## config.mk

```make
export PLATFORM = sky130hd
export DESIGN_NAME = regfile_xfer_ctrl
export DESIGN_NICKNAME = d
export VERILOG_FILES = /design/src/rtl/xfer_pkg.sv /design/src/rtl/onehot_dec.sv /design/src/rtl/regfile_xfer_ctrl.sv
export SDC_FILE = /design/constraint.sdc
export NUM_CORES = 1
export LEC_CHECK = 0
export CORE_ASPECT_RATIO = 2
export CORE_MARGIN = 2
export CORE_UTILIZATION = 42
export DETAILED_ROUTE_END_ITERATION = 10
export GPL_TIMING_DRIVEN = 0
export MAX_ROUTING_LAYER = met4
export PLACE_DENSITY = 0.78
export REMOVE_ABC_BUFFERS = 1
export SLEW_MARGIN = 20
export SYNTH_ARGS = -nofsm -noshare
export SYNTH_HDL_FRONTEND = slang
export SYNTH_SLANG_ARGS = --single-unit
```

## constraint.sdc

```tcl
create_clock -name CLK -period 1.7 [get_ports CLK]
set_input_delay 0.17 -clock CLK [delete_from_list [all_inputs] [get_ports CLK]]
set_output_delay 0.17 -clock CLK [all_outputs]
set_load 0.05 [all_outputs]
```

## src/rtl/xfer_pkg.sv

```systemverilog
// Shared types and constants for the register-file transfer controller.
// XFER_SETTLE_EN adds the SETTLE state to state_t.
package xfer_pkg;

    localparam int NREGS = 4;
    localparam int SEL_W = 2;

    typedef enum logic [1:0] {
        OP_MOV  = 2'b00,
        OP_ALU  = 2'b01,
        OP_IMM  = 2'b10,
        OP_RSVD = 2'b11
    } op_t;

    typedef enum logic [2:0] {
        S_IDLE,
        S_DRIVE,
`ifdef XFER_SETTLE_EN
        S_SETTLE,
`endif
        S_LATCH,
        S_RELEASE
    } state_t;

endpackage

```

## src/rtl/onehot_dec.sv

```systemverilog
// 2-to-4 one-hot decoder with enable; all-zero output when disabled.
module onehot_dec
    import xfer_pkg::*;
(
    input  logic             en_i,
    input  logic [SEL_W-1:0] sel_i,
    output logic [NREGS-1:0] y_o
);

    always_comb begin
        y_o = '0;
        if (en_i) y_o[sel_i] = 1'b1;
    end

endmodule

```

## src/rtl/regfile_xfer_ctrl.sv

```systemverilog
// Register-file transfer sequencer: DRIVE -> [SETTLE] -> LATCH -> RELEASE.
// Define XFER_SETTLE_EN to insert SETTLE_CYCLES bus-settle cycles.
module regfile_xfer_ctrl
    import xfer_pkg::*;
#(
    parameter int SETTLE_CYCLES = 2
) (
    input  logic             CLK,
    input  logic             RST,
    input  logic             REQ,
    input  logic [1:0]       OP,
    input  logic [SEL_W-1:0] SRC_SEL,
    input  logic [SEL_W-1:0] DST_SEL,
    output logic             BUSY,
    output logic             DONE,
    output logic             ERR,
    output logic [NREGS-1:0] LOAD,
    output logic [NREGS-1:0] ASSERT_MAIN_bar,
    output logic [NREGS-1:0] ASSERT_LHS_bar,
    output logic [NREGS-1:0] ASSERT_RHS_bar,
    output logic             ALU_ASSERT_bar,
    output logic             IMM_ASSERT_bar
);

    state_t           state_q, state_d;
    op_t              op_q, op_d;
    logic [SEL_W-1:0] src_q, src_d;
    logic [SEL_W-1:0] dst_q, dst_d;

    logic             busy_q, busy_d;
    logic             done_q, done_d;
    logic             err_q, err_d;
    logic [NREGS-1:0] load_q, load_d;
    logic [NREGS-1:0] main_bar_q, lhs_bar_q, rhs_bar_q;
    logic             alu_bar_q, imm_bar_q;
    logic             alu_bar_d, imm_bar_d;

    logic             drv_en, main_en, lhs_en, rhs_en, load_en;
    logic [NREGS-1:0] main_dec, lhs_dec, rhs_dec;

`ifdef XFER_SETTLE_EN
    logic [3:0] cnt_q, cnt_d;
`else
    logic unused_settle;
    assign unused_settle = |4'(SETTLE_CYCLES);
`endif

    always_comb begin
        state_d = state_q;
        op_d    = op_q;
        src_d   = src_q;
        dst_d   = dst_q;
        err_d   = 1'b0;
`ifdef XFER_SETTLE_EN
        cnt_d   = cnt_q;
`endif
        unique case (state_q)
            S_IDLE: begin
                if (REQ) begin
                    if (op_t'(OP) == OP_RSVD) begin
                        err_d = 1'b1;
                    end else begin
                        op_d    = op_t'(OP);
                        src_d   = SRC_SEL;
                        dst_d   = DST_SEL;
                        state_d = S_DRIVE;
                    end
                end
            end
            S_DRIVE: begin
`ifdef XFER_SETTLE_EN
                state_d = S_SETTLE;
                cnt_d   = 4'(SETTLE_CYCLES - 1);
`else
                state_d = S_LATCH;
`endif
            end
`ifdef XFER_SETTLE_EN
            S_SETTLE: begin
                if (cnt_q == 4'd0) state_d = S_LATCH;
                else               cnt_d   = cnt_q - 4'd1;
            end
`endif
            S_LATCH:   state_d = S_RELEASE;
            S_RELEASE: state_d = S_IDLE;
            default:   state_d = S_IDLE;
        endcase
    end

    // Outputs are decoded from next state so every port comes from a flop.
    always_comb begin
        drv_en = (state_d == S_DRIVE) || (state_d == S_LATCH);
`ifdef XFER_SETTLE_EN
        drv_en = drv_en || (state_d == S_SETTLE);
`endif
        main_en   = drv_en && (op_d == OP_MOV);
        lhs_en    = drv_en && (op_d == OP_ALU);
        rhs_en    = lhs_en;
        alu_bar_d = !lhs_en;
        imm_bar_d = !(drv_en && (op_d == OP_IMM));
        load_en   = (state_d == S_LATCH);
        busy_d    = (state_d != S_IDLE);
        done_d    = (state_d == S_RELEASE);
    end

    onehot_dec u_main (.en_i(main_en), .sel_i(src_d), .y_o(main_dec));
    onehot_dec u_lhs  (.en_i(lhs_en),  .sel_i(src_d), .y_o(lhs_dec));
    onehot_dec u_rhs  (.en_i(rhs_en),  .sel_i(dst_d), .y_o(rhs_dec));
    onehot_dec u_load (.en_i(load_en), .sel_i(dst_d), .y_o(load_d));

    always_ff @(posedge CLK) begin
        if (RST) begin
            state_q    <= S_IDLE;
            op_q       <= OP_MOV;
            src_q      <= '0;
            dst_q      <= '0;
            busy_q     <= 1'b0;
            done_q     <= 1'b0;
            err_q      <= 1'b0;
            load_q     <= '0;
            main_bar_q <= '1;
            lhs_bar_q  <= '1;
            rhs_bar_q  <= '1;
            alu_bar_q  <= 1'b1;
            imm_bar_q  <= 1'b1;
        end else begin
            state_q    <= state_d;
            op_q       <= op_d;
            src_q      <= src_d;
            dst_q      <= dst_d;
            busy_q     <= busy_d;
            done_q     <= done_d;
            err_q      <= err_d;
            load_q     <= load_d;
            main_bar_q <= ~main_dec;
            lhs_bar_q  <= ~lhs_dec;
            rhs_bar_q  <= ~rhs_dec;
            alu_bar_q  <= alu_bar_d;
            imm_bar_q  <= imm_bar_d;
        end
    end

`ifdef XFER_SETTLE_EN
    always_ff @(posedge CLK) begin
        if (RST) cnt_q <= 4'd0;
        else     cnt_q <= cnt_d;
    end
`endif

    assign BUSY            = busy_q;
    assign DONE            = done_q;
    assign ERR             = err_q;
    assign LOAD            = load_q;
    assign ASSERT_MAIN_bar = main_bar_q;
    assign ASSERT_LHS_bar  = lhs_bar_q;
    assign ASSERT_RHS_bar  = rhs_bar_q;
    assign ALU_ASSERT_bar  = alu_bar_q;
    assign IMM_ASSERT_bar  = imm_bar_q;

endmodule

```

After elaboration in Yosys (flattened, before gate mapping)
Cells that the tools add are included.
Widths: inputs -> output; s select.
{"block": "totals", "reg_bits": 30, "latch_bits": 0, "ram_bits": 0, "mem_bits_ro": 0, "input_bits": 9, "elab_cells": 64, "n_memories": 0}
{"block": "classes", "addsub": 0, "mul": 0, "n_div": 0, "n_lt_le_gt_ge": 4, "n_eq_ne": 8, "shifts": 0, "mux": 20, "bitwise": 6, "reduce_logical": 13}
{"operator": "$mux 2", "n": 9}
{"operator": "$mux 4", "n": 3}
{"operator": "$not 4->4", "n": 3}
{"operator": "$eq 3x2->1 const B", "n": 3}
{"operator": "$pmux 3 s3", "n": 1}
{"operator": "$eq 3x1->1 const B", "n": 2}
{"operator": "$lt 2x3->1 const B", "n": 2}
{"operator": "$mux 3", "n": 2}
{"operator": "$logic_and 1x1->1", "n": 5}
{"operator": "$demux 1 s2", "n": 2}
{"operator": "$eq 2x2->1 const B", "n": 2}
{"operator": "$ge 2x1->1 const B", "n": 2}
{"operator": "$logic_not 3->1", "n": 1}
{"operator": "$mux 1", "n": 3}
{"operator": "$not 1->1", "n": 3}
{"operator": "$reduce_bool 3->1", "n": 1}
{"operator": "$reduce_or 3->1", "n": 1}
{"operator": "$eq 2x1->1 const B", "n": 1}
{"operator": "$logic_not 1->1", "n": 2}
{"operator": "$logic_not 2->1", "n": 1}
{"operator": "$reduce_or 2->1", "n": 1}
{"operator": "$logic_or 1x1->1", "n": 1}

Depth between registers and ports, before layout
{"block": "logic_depth", "word_depth": 10, "mapped_depth": 7}

By module
A second synthesis with hierarchy kept.
{"block": "hier_totals", "hier_cells": 113, "area_unflattened_um2": 1148.6}
{"mod": "regfile_xfer_ctrl", "instances": 1, "cells_per_inst": 97, "area_per_inst_um2": 998.5, "seq_area_each_um2": 600.6}
{"mod": "onehot_dec", "instances": 4, "cells_per_inst": 4, "area_per_inst_um2": 37.5, "seq_area_each_um2": 0.0}

Worst setup path before layout
OpenSTA, ideal clock, no wires.
{"block": "synth_path", "path_kind": "reg-to-reg", "start": "register state_q[1]", "end": "register rhs_bar_q[3], in the netlist ASSERT_RHS_bar[3]", "setup_ns": 0.127, "arrival_ns": 1.719, "required_time_ns": 1.573, "slack_ns": -0.146, "path_stages_with_launch": 8, "path_buffers": 2, "synth_period_minus_slack_ns": 1.846, "path_cell_list": "dfxtp_1 > buf_2 > or4b_1 > buf_6 > o21bai_2 > and3_4 > inv_2 > or3_1"}
{"block": "synth_via", "elab_chain_cells": 8, "word_cells_on_any_way": 20}
{"element": "from (decl)", "line_no": "regfile_xfer_ctrl.sv:25", "source": "state_t state_q, state_d;"}
{"element": "from (signal assigned)", "line_no": "regfile_xfer_ctrl.sv:127", "source": "state_q <= state_d;"}
{"element": "$logic_not 3->1 or $mux 3 (tied branches)", "line_no": "regfile_xfer_ctrl.sv:57, regfile_xfer_ctrl.sv:60"}
{"element": "$mux 2 or $mux 3 (tied branches)", "line_no": "regfile_xfer_ctrl.sv:57, regfile_xfer_ctrl.sv:59"}
{"element": "$lt 2x3->1 (not written as such), or another cell as far along", "line_no": "onehot_dec.sv:12", "source": "if (en_i) y_o[sel_i] = 1'b1;"}
{"element": "$logic_and 1x1->1 (not written as such), or another cell as far along", "line_no": "onehot_dec.sv:12"}
{"element": "$mux 1 (not written as such) or $logic_or 1x1->1 (tied branches)", "line_no": "onehot_dec.sv:12, regfile_xfer_ctrl.sv:92"}
{"element": "$demux 1 s2 or $logic_and 1x1->1 (tied branches)"}
{"element": "$mux 4 (*)", "line_no": "onehot_dec.sv:12"}
{"element": "$not 4->4 (*)", "line_no": "regfile_xfer_ctrl.sv:137", "source": "rhs_bar_q <= ~rhs_dec;"}
{"element": "to (signal assigned)", "line_no": "regfile_xfer_ctrl.sv:137"}
{"element": "to (decl)", "line_no": "regfile_xfer_ctrl.sv:34", "source": "logic [NREGS-1:0] main_bar_q, lhs_bar_q, rhs_bar_q;"}
Mark *: on every way between the ends. The rest lies on a longest branch, timed or not.
A chain may end at the register's enable or synchronous reset.

Worst setup path after layout
{"block": "layout_path", "start": "register state_q[0]", "end": "register rhs_bar_q[3], in the netlist ASSERT_RHS_bar[3]"}
The elaborated chain is that of the path after synthesis.

==> qor.txt <==
Critical path required time: 1860 ps
CTS tree: built
Hold wc startpoint: OP[1]
Global-route wire length before repair: 4.01 mm
Final Slew Violations: 0
Mean Syn Cell Area: 9.95 um2
Max Cap Viol: 0
Die Ht: 76.9 um
HPWL Detailed: 1.62 mm
RSZ-0062 raised after global routing: true
Startpoint Class: flop
Die W: 40.4 um
Routed WL: 2.73 mm
Syn Inst Count: 112
Sink Count: 30
Slew HR: 56.6%
CORE AREA: 2540 um2
Largest net degree at the start of global routing: 18
# IOs: 30
Worst reg-to-reg path cell count: 5
Worst hold stages: 4
Status: complete, but fails checks
Initial antenna violation count: 0
TNS Setup: -75.2 ps
Non-Filler Instances: 185
Share of post-route cells with drive strength above 1: 24.2%
CP Data Arrival Time: 1920 ps
Async SR Flop Fraction: 0%
Antenna diode count: 0
Top_reg_cell synth: dfxtp_1
DRC Markers: 0
Met2 Use GR: 30.6%
Worst-Skew Late Latency: 280 ps
Pre-CTS WS: -551 ps
Vias in the first global route: 948
Critical path fanouts, max: 4
Final nets: 165
Routed wire length per instance: 14.8 um
Num CTS Buffers: 5
Area growth syn-to-layout: 51.1%
Power Density: 891 nW/um2
Hold/Removal Path Class: input pin to flop
Post-synthesis cell area: 1110 um2
Failing checks: setup timing
Worst Hold End: op_q[0]$_SDFF_PP0_
GR Overflow Total: 0
Max H-tree Level: 2
Worst r2r dst: ASSERT_RHS_bar[3]$_SDFF_PP1_
Seq/Total Area, Yosys: 53.9%
Nature of the critical path endpoint: flop
Placer Congestion: 0.855
Skew final: 2.83 ps
Worst-Margin Slew: 649 ps
Lkg Pwr: 0.629 nW
Crit share post-route: 103%
GR Util met1: 16.2%
Final core occ: 66.4%
Final ANT Viol Nets: 0
Synth Register Bits: 30
Worst-path clk slew: 60 ps
Via density: 5.48
Crit path time final: 1750 ps
Via count: 1014
GRT Overall Usage: 18.9%
# setup viols final: 3
Yosys warnings: 0
Number of synthesized flops with an enable pin: 0
Cell variety after synth: 37
1st-iter DRT viols: 21
Commonest cells after routing, fill and taps aside: dfxtp_1 (27), clkdlybuf4s50_1 (27), nand2_1 (10), buf_4 (10), nor2_1 (8)
Placed Cells: 164
Final Hold Fails: 0
Rows: 26
Fmax: 570 MHz
R2r setup slk: -50 ps
Final worst slack: -54.6 ps
Crit Path Class: flop to flop
Max VDD drop: 735 uV
Port buffer count: 29
GRT Max-Usage Layer: met2
Starting density of the core: 43.9%
FF-to-FF Start: state_q[0]$_SDFF_PP0_
Root buffer cell: clkbuf_8
DRT Pass-1 Iters: 4
Clock Path Buffers: 2
Die area: 3110 um2
Met3 usage: 6.65%
-- cell type report --
type	instances	area, um2
fillers	212	853
flip-flops and latches	30	609
multi-input cells	77	556
repair buffers	41	389
clock buffers	7	86.3
well taps	28	35.0
clock inverters	1	5.00
inverters	1	3.75
-- power by group --
| group | switching [W] | internal [W] | total [W] |
|---|---|---|---|
| Combinational | 0.000106 | 0.0000908 | 0.000197 |
| Clock | 0.000250 | 0.000326 | 0.000575 |
| Sequential | 0.0000116 | 0.000717 | 0.000728 |
| Total | 0.000367 | 0.00113 | 0.00150 |
-- how the worst max path moves through the flow --
stage	start	endpoint	slack, ps	cells after the start
after global placement	REQ	ASSERT_RHS_bar[3]$_SDFF_PP1_	-500	6
after floorplan	state_q[0]$_SDFF_PP0_	ASSERT_RHS_bar[3]$_SDFF_PP1_	-190	5
final	state_q[0]$_SDFF_PP0_	ASSERT_RHS_bar[3]$_SDFF_PP1_	-50	5
after CTS	state_q[0]$_SDFF_PP0_	ASSERT_RHS_bar[3]$_SDFF_PP1_	-40	5
after global routing	state_q[2]$_SDFF_PP0_	ASSERT_RHS_bar[3]$_SDFF_PP1_	-110	5
after detailed placement	REQ	ASSERT_RHS_bar[3]$_SDFF_PP1_	-550	6
-- stage by stage --
stage | total power, W | hold slack (ps) | instance area [um2]
final | 0.00150 | 459 | 1680
after global routing | 0.00156 | 506 | 1680
after CTS | 0.00148 | 507 | 1580
after detailed placement | 0.000885 | 499 | 1410
after global placement | 0.000881 | 482 | 1410
after floorplan | 0.000829 | 239 | 1080
-- per-layer routing --
| metal | vias to the layer above | wire length [um] |
|---|---|---|
| met2 | 31 | 1570 |
| met4 | 0 | 93 |
| li1 | 483 | - |
| met3 | 11 | 134 |
| met5 | - | 0 |
| met1 | 489 | 937 |
-- worst max-delay path: stages (launching register included) --
cell and delay (ps):
dfxtp_4 340, or4b_4 580, o21bai_4 130, and3_4 230, inv_2 40, or3_1 310
-- kinds of logic (layout without fill, tap and decap cells) --
family,count (synthesis),after routing,synth area share [%]
compound gates,21,21,12.6
xor+xnor,1,1,0.786
simple gates,51,51,27.5
flops,30,30,53.9
mux,2,3,1.80
buf+inv,6,50,3.14
other cells,1,1,0.336
-- registers in the layout (all words and copies together) (netlist names) --
name / count
dst_q: 2
op_q: 2
ASSERT_LHS_bar: 4
ASSERT_RHS_bar: 4
src_q: 2
ASSERT_MAIN_bar: 4
BUSY: 1
LOAD: 4
ERR: 1
state_q: 3
IMM_ASSERT_bar: 1
ALU_ASSERT_bar: 1
DONE: 1
-- what timing repair did --
action                                  CTS  global route
pin swaps                                 3             4
gates resized for setup                  11            12
cloned                                    0             1
endpoints found under the setup margin   19            19
hold buffers                              0             0
buffers inserted                          7             5
-- Yosys cell counts (2+ instances only) --
library cell / number / area [um2]
o21ai_0: 3 / 15.0
nor3_1: 5 / 25.0
nand2_1: 11 / 41.3
o21a_1: 3 / 22.5
nand3b_1: 3 / 22.5
clkbuf_1: 2 / 7.51
dfxtp_1: 30 / 601
nor2b_1: 4 / 25.0
nand4b_1: 2 / 17.5
a211oi_1: 2 / 15.0
a21oi_1: 7 / 35.0
nor2_1: 9 / 33.8
nand3_1: 3 / 15.0
mux2i_1: 2 / 20.0
nor3b_1: 3 / 22.5
o211ai_1: 2 / 15.0
Power figures use the tool's default switching activity.
==> RTL edit 1, RTL diff (config.mk and constraints unchanged) <==
The option `XFER_SETTLE_EN` is turned on by a define.
--- a/src/rtl/xfer_pkg.sv
+++ b/src/rtl/xfer_pkg.sv
@@ -1,5 +1,7 @@
 // Shared types and constants for the register-file transfer controller.
 // XFER_SETTLE_EN adds the SETTLE state to state_t.
+`define XFER_SETTLE_EN
+
 package xfer_pkg;
 
     localparam int NREGS = 4;
Function: changed (a bounded check fails within 4 cycles, from zero or initial values and one cycle with RST high).
==> RTL edit 1 against the original RTL <==
- the flow still finishes with violations (setup timing)
- design area is 13% higher
- sequential cell count is 4 higher
- critical path type unchanged
- worst setup slack worse by 0.065 ns
- synthesized area is 20% higher
- via count is 23% higher
- first-iteration DRC count grew to 2.8 times the old value
- wire length is 22% higher
- synthesized cell count is 26% higher
Power is not compared: it rests on default switching activity, and its combinational part moved more than twofold at a synthesized area within 25%.
==> RTL edit 1: results (changes against the original RTL) <==
[metrics] outcome: finished with violations
[metrics] violated checks: setup timing
[metrics] count of cell types in the netlist: 41 (+11%)
[metrics] final clock skew: 0.001891 ns (-0.0009355 ns)
[metrics] Static Leakage: 0.7004 nW
[metrics] GR Util met3: 6.494% (-0.15 points)
[metrics] met2 usage in global routing: 32.62% (+2.0 points)
[metrics] Final HPWL DP: 2089 µm (+29%)
[metrics] Rel. slew slack: 44.17% (-12 points)
[metrics] sequential area share after synthesis: 50.84% (-3.0 points)
[metrics] vias per cell: 5.873 (+7.2%)
[metrics] global-route track usage on met1: 19.12% (+2.9 points)
[metrics] DIE WIDTH: 43.92 µm (+8.6%)
[metrics] final worst-path setup slack: -0.1193 ns (-0.06474 ns)
[metrics] first-pass GRT wire length: 5395 µm (+35%)
[metrics] final setup violating endpoints: 8 (+5)
[metrics] commonest cells in the synthesized netlist: dfxtp_1, nand2_1, nor2_1, a21oi_1, o21ai_0
[metrics] overall fraction of global-route tracks in use: 20.17% (+1.3 points)
[metrics] placed cells: 195 (+19%)
[metrics] layout net count: 191 (+16%)
[metrics] main area contributors after synthesis: dfxtp_1, nand2_1, nor3b_1, nor2_1, a21oi_1
[metrics] number of standard cells after synthesis: 141 (+26%)
[metrics] Final GP Congestion: 0.8194 (-4.2%)
[metrics] largest net degree at the start of global routing: 21 (+3)
[metrics] worst-path fanout max: 6 (+2)
[metrics] delay contributed by the slowest stage of the critical path: 0.58 ns (about the same)
[metrics] maximum root-to-sink buffer count: 2 (unchanged)
[metrics] y dimension of the die: 83.85 µm (+9.1%)
[metrics] worst setup slack before clock tree synthesis: -0.7796 ns (-0.2290 ns)
[metrics] average detailed-routed wire length per instance: 15.64 µm (+6.0%)
[metrics] routed via count: 1251 (+23%)
[metrics] CP Data Arrival Time: 1.99 ns (+0.07 ns)
[metrics] share of cells above drive strength 1: 19.78% (-4.4 points)
[metrics] DR iter-0 viols: 58 (+180%)
RTL edit 1: cell type report:
type                       instances  area, µm²
multi-input combinational         97      689.4
tap                               31      38.79
clock buffer                       7      86.33
fill                             255       1225
inverter                           4      15.01
clock inverter                     1      5.005
sequential                        34      691.9
timing repair buffer              39      369.1
RTL edit 1: final timing paths:
check	startpoint	endpoint	slack [ns]	cells past startpoint
max	state_q[1]	ASSERT_RHS_bar[3]	-0.12	4
min	OP[0]	ERR	0.44	3
max reg2reg	state_q[1]	ASSERT_RHS_bar[3]	-0.12	4
min reg2reg	cnt_q[1]	cnt_q[1]	0.51	2
RTL edit 1: worst min-delay path: stages:
cell            delay [ns]
dlymetal6s2s_1        0.18
nand2_1               0.26
nor3_1                0.08
RTL edit 1: stage by stage:
stage	TNS, ns	cell area, µm²
floorplan	-1.723	1315
global placement	-10.45	1644
detailed placement	-12.74	1644
CTS	-0.3354	1861
global route	-1.148	1896
finish	-0.4588	1896
RTL edit 1: kinds of logic after synthesis:
| logic type | count (synthesis) | share of synthesized area, % |
|---|---|---|
| AND/OR/NAND/NOR | 65 | 29.44 |
| adder cells (fa/ha/maj) | 1 | 0.9344 |
| XOR/XNOR | 3 | 1.963 |
| AO/OA/AOI/OAI | 26 | 12.43 |
| flip-flops | 34 | 50.84 |
| multiplexers | 2 | 1.495 |
| buffers and inverters | 10 | 2.896 |
RTL edit 1: power groups by stage:
stage / sequential, W / combinational [W] / clock (W)
final: 0.000917 / 0.000698 / 0.000616
after global placement: 0.000940 / 0.000522 / 0
after detailed placement: 0.000947 / 0.000539 / 0
after floorplan: 0.00102 / 0.000308 / 0
after global routing: 0.000921 / 0.000756 / 0.000643
after CTS: 0.000910 / 0.000653 / 0.000621
RTL edit 1: per-layer routing:
layer	wire [µm]	share of wire, %	vias to the layer above
met4	140	4.2	0
met1	1221	37	597
met3	219	6.6	14
met5	0	0	-
li1	-	-	585
met2	1751	53	55
RTL edit 1: repair_timing:
item	CTS	global route
setup buffers	10	0
resized for setup	15	10
endpoints found under the setup margin	24	23
pin swaps	8	0
==> RTL edit 2, RTL diff (same settings) <==
Without the edit above. Remove the register `done_q`: a continuous assignment takes its place, so the output `DONE` follows one clock earlier.
--- a/src/rtl/regfile_xfer_ctrl.sv
+++ b/src/rtl/regfile_xfer_ctrl.sv
@@ -115,7 +115,6 @@
             src_q      <= '0;
             dst_q      <= '0;
             busy_q     <= 1'b0;
-            done_q     <= 1'b0;
             err_q      <= 1'b0;
             load_q     <= '0;
             main_bar_q <= '1;
@@ -129,7 +128,6 @@
             src_q      <= src_d;
             dst_q      <= dst_d;
             busy_q     <= busy_d;
-            done_q     <= done_d;
             err_q      <= err_d;
             load_q     <= load_d;
             main_bar_q <= ~main_dec;
@@ -139,6 +137,8 @@
             imm_bar_q  <= imm_bar_d;
         end
     end
+
+    assign done_q = done_d;
 
 `ifdef XFER_SETTLE_EN
     always_ff @(posedge CLK) begin
Function: changed (a bounded check fails within 4 cycles, from zero or initial values and one cycle with RST high).
==> RTL edit 2 against the original RTL <==
- the flow still finishes with violations (setup timing)
- power decreased by 3.9%
- first-iteration DRC count up 14%
- sequential cell count fell by 1
- design area shrank 4.1%
- synthesized area shrank 0.11%
- worst setup slack got worse by 0.11 ns
- sequential power down 3.3%
- combinational power decreased by 11%
- wire length fell by 6.4%
==> RTL edit 2: results (changes against the original RTL) <==
[metrics] outcome: finished with violations
[metrics] violated checks: setup timing
[metrics] vias per cell: 5.378 (-1.9%)
[metrics] area of combinational cells with multiple inputs: 558.0 µm² (+0.45%)
[metrics] final clock skew: 0.002728 ns (-0.00009912 ns)
[metrics] commonest cells in the synthesized netlist: dfxtp_1, nand2_1, a21oi_1, nor2_1
[metrics] vias in the first global route: 993 (+4.7%)
[metrics] routed wire length: 2554 µm (-6.4%)
[metrics] compound-gate portion of the synthesized area: 13.03% (+0.46 points)
[metrics] post-synthesis average cell area: 9.128 µm² (-8.3%)
[metrics] Filler Cells Inserted: 217 (+2.4%)
[metrics] critical hold path startpoint: dst_q[0]
[metrics] count of cell types in the netlist: 31 (-16%)
[metrics] routed via count: 1011 (-0.30%)
[metrics] VDD IR max: 0.5553 mV (-24%)
[metrics] minimum hold slack: 0.5084 ns (+0.04925 ns)
[metrics] worst setup slack before clock tree synthesis: -0.6270 ns (-0.07641 ns)
[metrics] main area contributors after synthesis: dfxtp_1, nand2_1, a21oi_1, nor2_1, nand3b_1
[metrics] delay contributed by the slowest stage of the critical path: 0.54 ns (-0.04 ns)
[metrics] Final GP Congestion: 0.7897 (-7.7%)
[metrics] DR iter-0 viols: 24 (+14%)
[metrics] total length of routed met3 wires: 126 µm (-6.0%)
[metrics] detailed-routing wirelength on met1: 885 µm (-5.5%)
[metrics] combinational-cell power consumption: 0.000176 W (-11%)
[metrics] net switching power figure: 0.0003542 W (-3.5%)
[metrics] TNS Setup: -0.8116 ns (-0.7364 ns)
[metrics] final worst-path setup slack: -0.1660 ns (-0.1114 ns)
[metrics] capturing point of the worst reg2reg path: ASSERT_MAIN_bar[2]
[metrics] mux contribution to synthesized area: 1.798% (+0.0020 points)
[metrics] Static Leakage: 0.5816 nW (-7.6%)
[metrics] GR Util met3: 6.936% (+0.29 points)
[metrics] first-pass GRT wire length: 4160 µm (+3.8%)
[metrics] met2 usage in global routing: 30.95% (+0.32 points)
[metrics] largest net degree at the start of global routing: 16 (-2)
[metrics] Worst Reg2Reg Path Length in Cells: 4 (-1)
[metrics] number of cells traversed by the worst hold path: 2 (-2)
[metrics] sequential area share after synthesis: 52.13% (-1.7 points)
[metrics] master of the slowest instance on the critical path: or4b_4
[metrics] Final HPWL DP: 1630 µm (+0.34%)
[metrics] source-to-sink clock delay at the later pin of the worst-skew pair: 0.28 ns (about the same)
[metrics] overall fraction of global-route tracks in use: 19.64% (+0.77 points)
[metrics] final setup violating endpoints: 7 (+4)
[metrics] capture endpoint of the worst hold path: dst_q[0]
[metrics] metal2 WL: 1471 µm (-6.0%)
[metrics] CP Data Arrival Time: 2.02 ns (+0.10 ns)
[metrics] clock group share of total power: 38.9% (+0.6 points)
[metrics] sequential share of power: 48.9% (+0.3 points)
[metrics] XOR/XNOR share of the synthesized area: 0.7865% (+0.00088 points)
[metrics] global-route track usage on met1: 18.63% (+2.4 points)
[metrics] share of cells above drive strength 1: 18.75% (-5.5 points)
==> RTL edit 2: layout make-up <==
class	count	share of cell area (%)
Clock buffer	7	5.345
Inverter	1	0.2324
Multi-Input combinational cell	87	34.55
Sequential cell	29	36.64
Tap cell	28	2.169
Timing Repair Buffer	36	21.07
==> RTL edit 2: worst max path at each step <==
stage	to
final	ASSERT_MAIN_bar[2]
after detailed placement	ASSERT_MAIN_bar[2]
after global placement	ASSERT_MAIN_bar[2]
after floorplan	BUSY
after global routing	ASSERT_MAIN_bar[2]
after CTS	ASSERT_MAIN_bar[2]
==> RTL edit 2: timing repair <==
item	in CTS	in global routing
pin swaps	4	2
gates cloned	0	0
endpoints found under the setup margin	22	22
gates resized for setup	18	8
buffers inserted	3	4
==> RTL edit 2: kinds of logic after synthesis <==
group / count (synthesis)
AND/OR/NAND/NOR: 60
AO/OA/AOI/OAI: 23
multiplexers: 2
buffers and inverters: 6
other: 1
XOR/XNOR: 1
flip-flops: 29
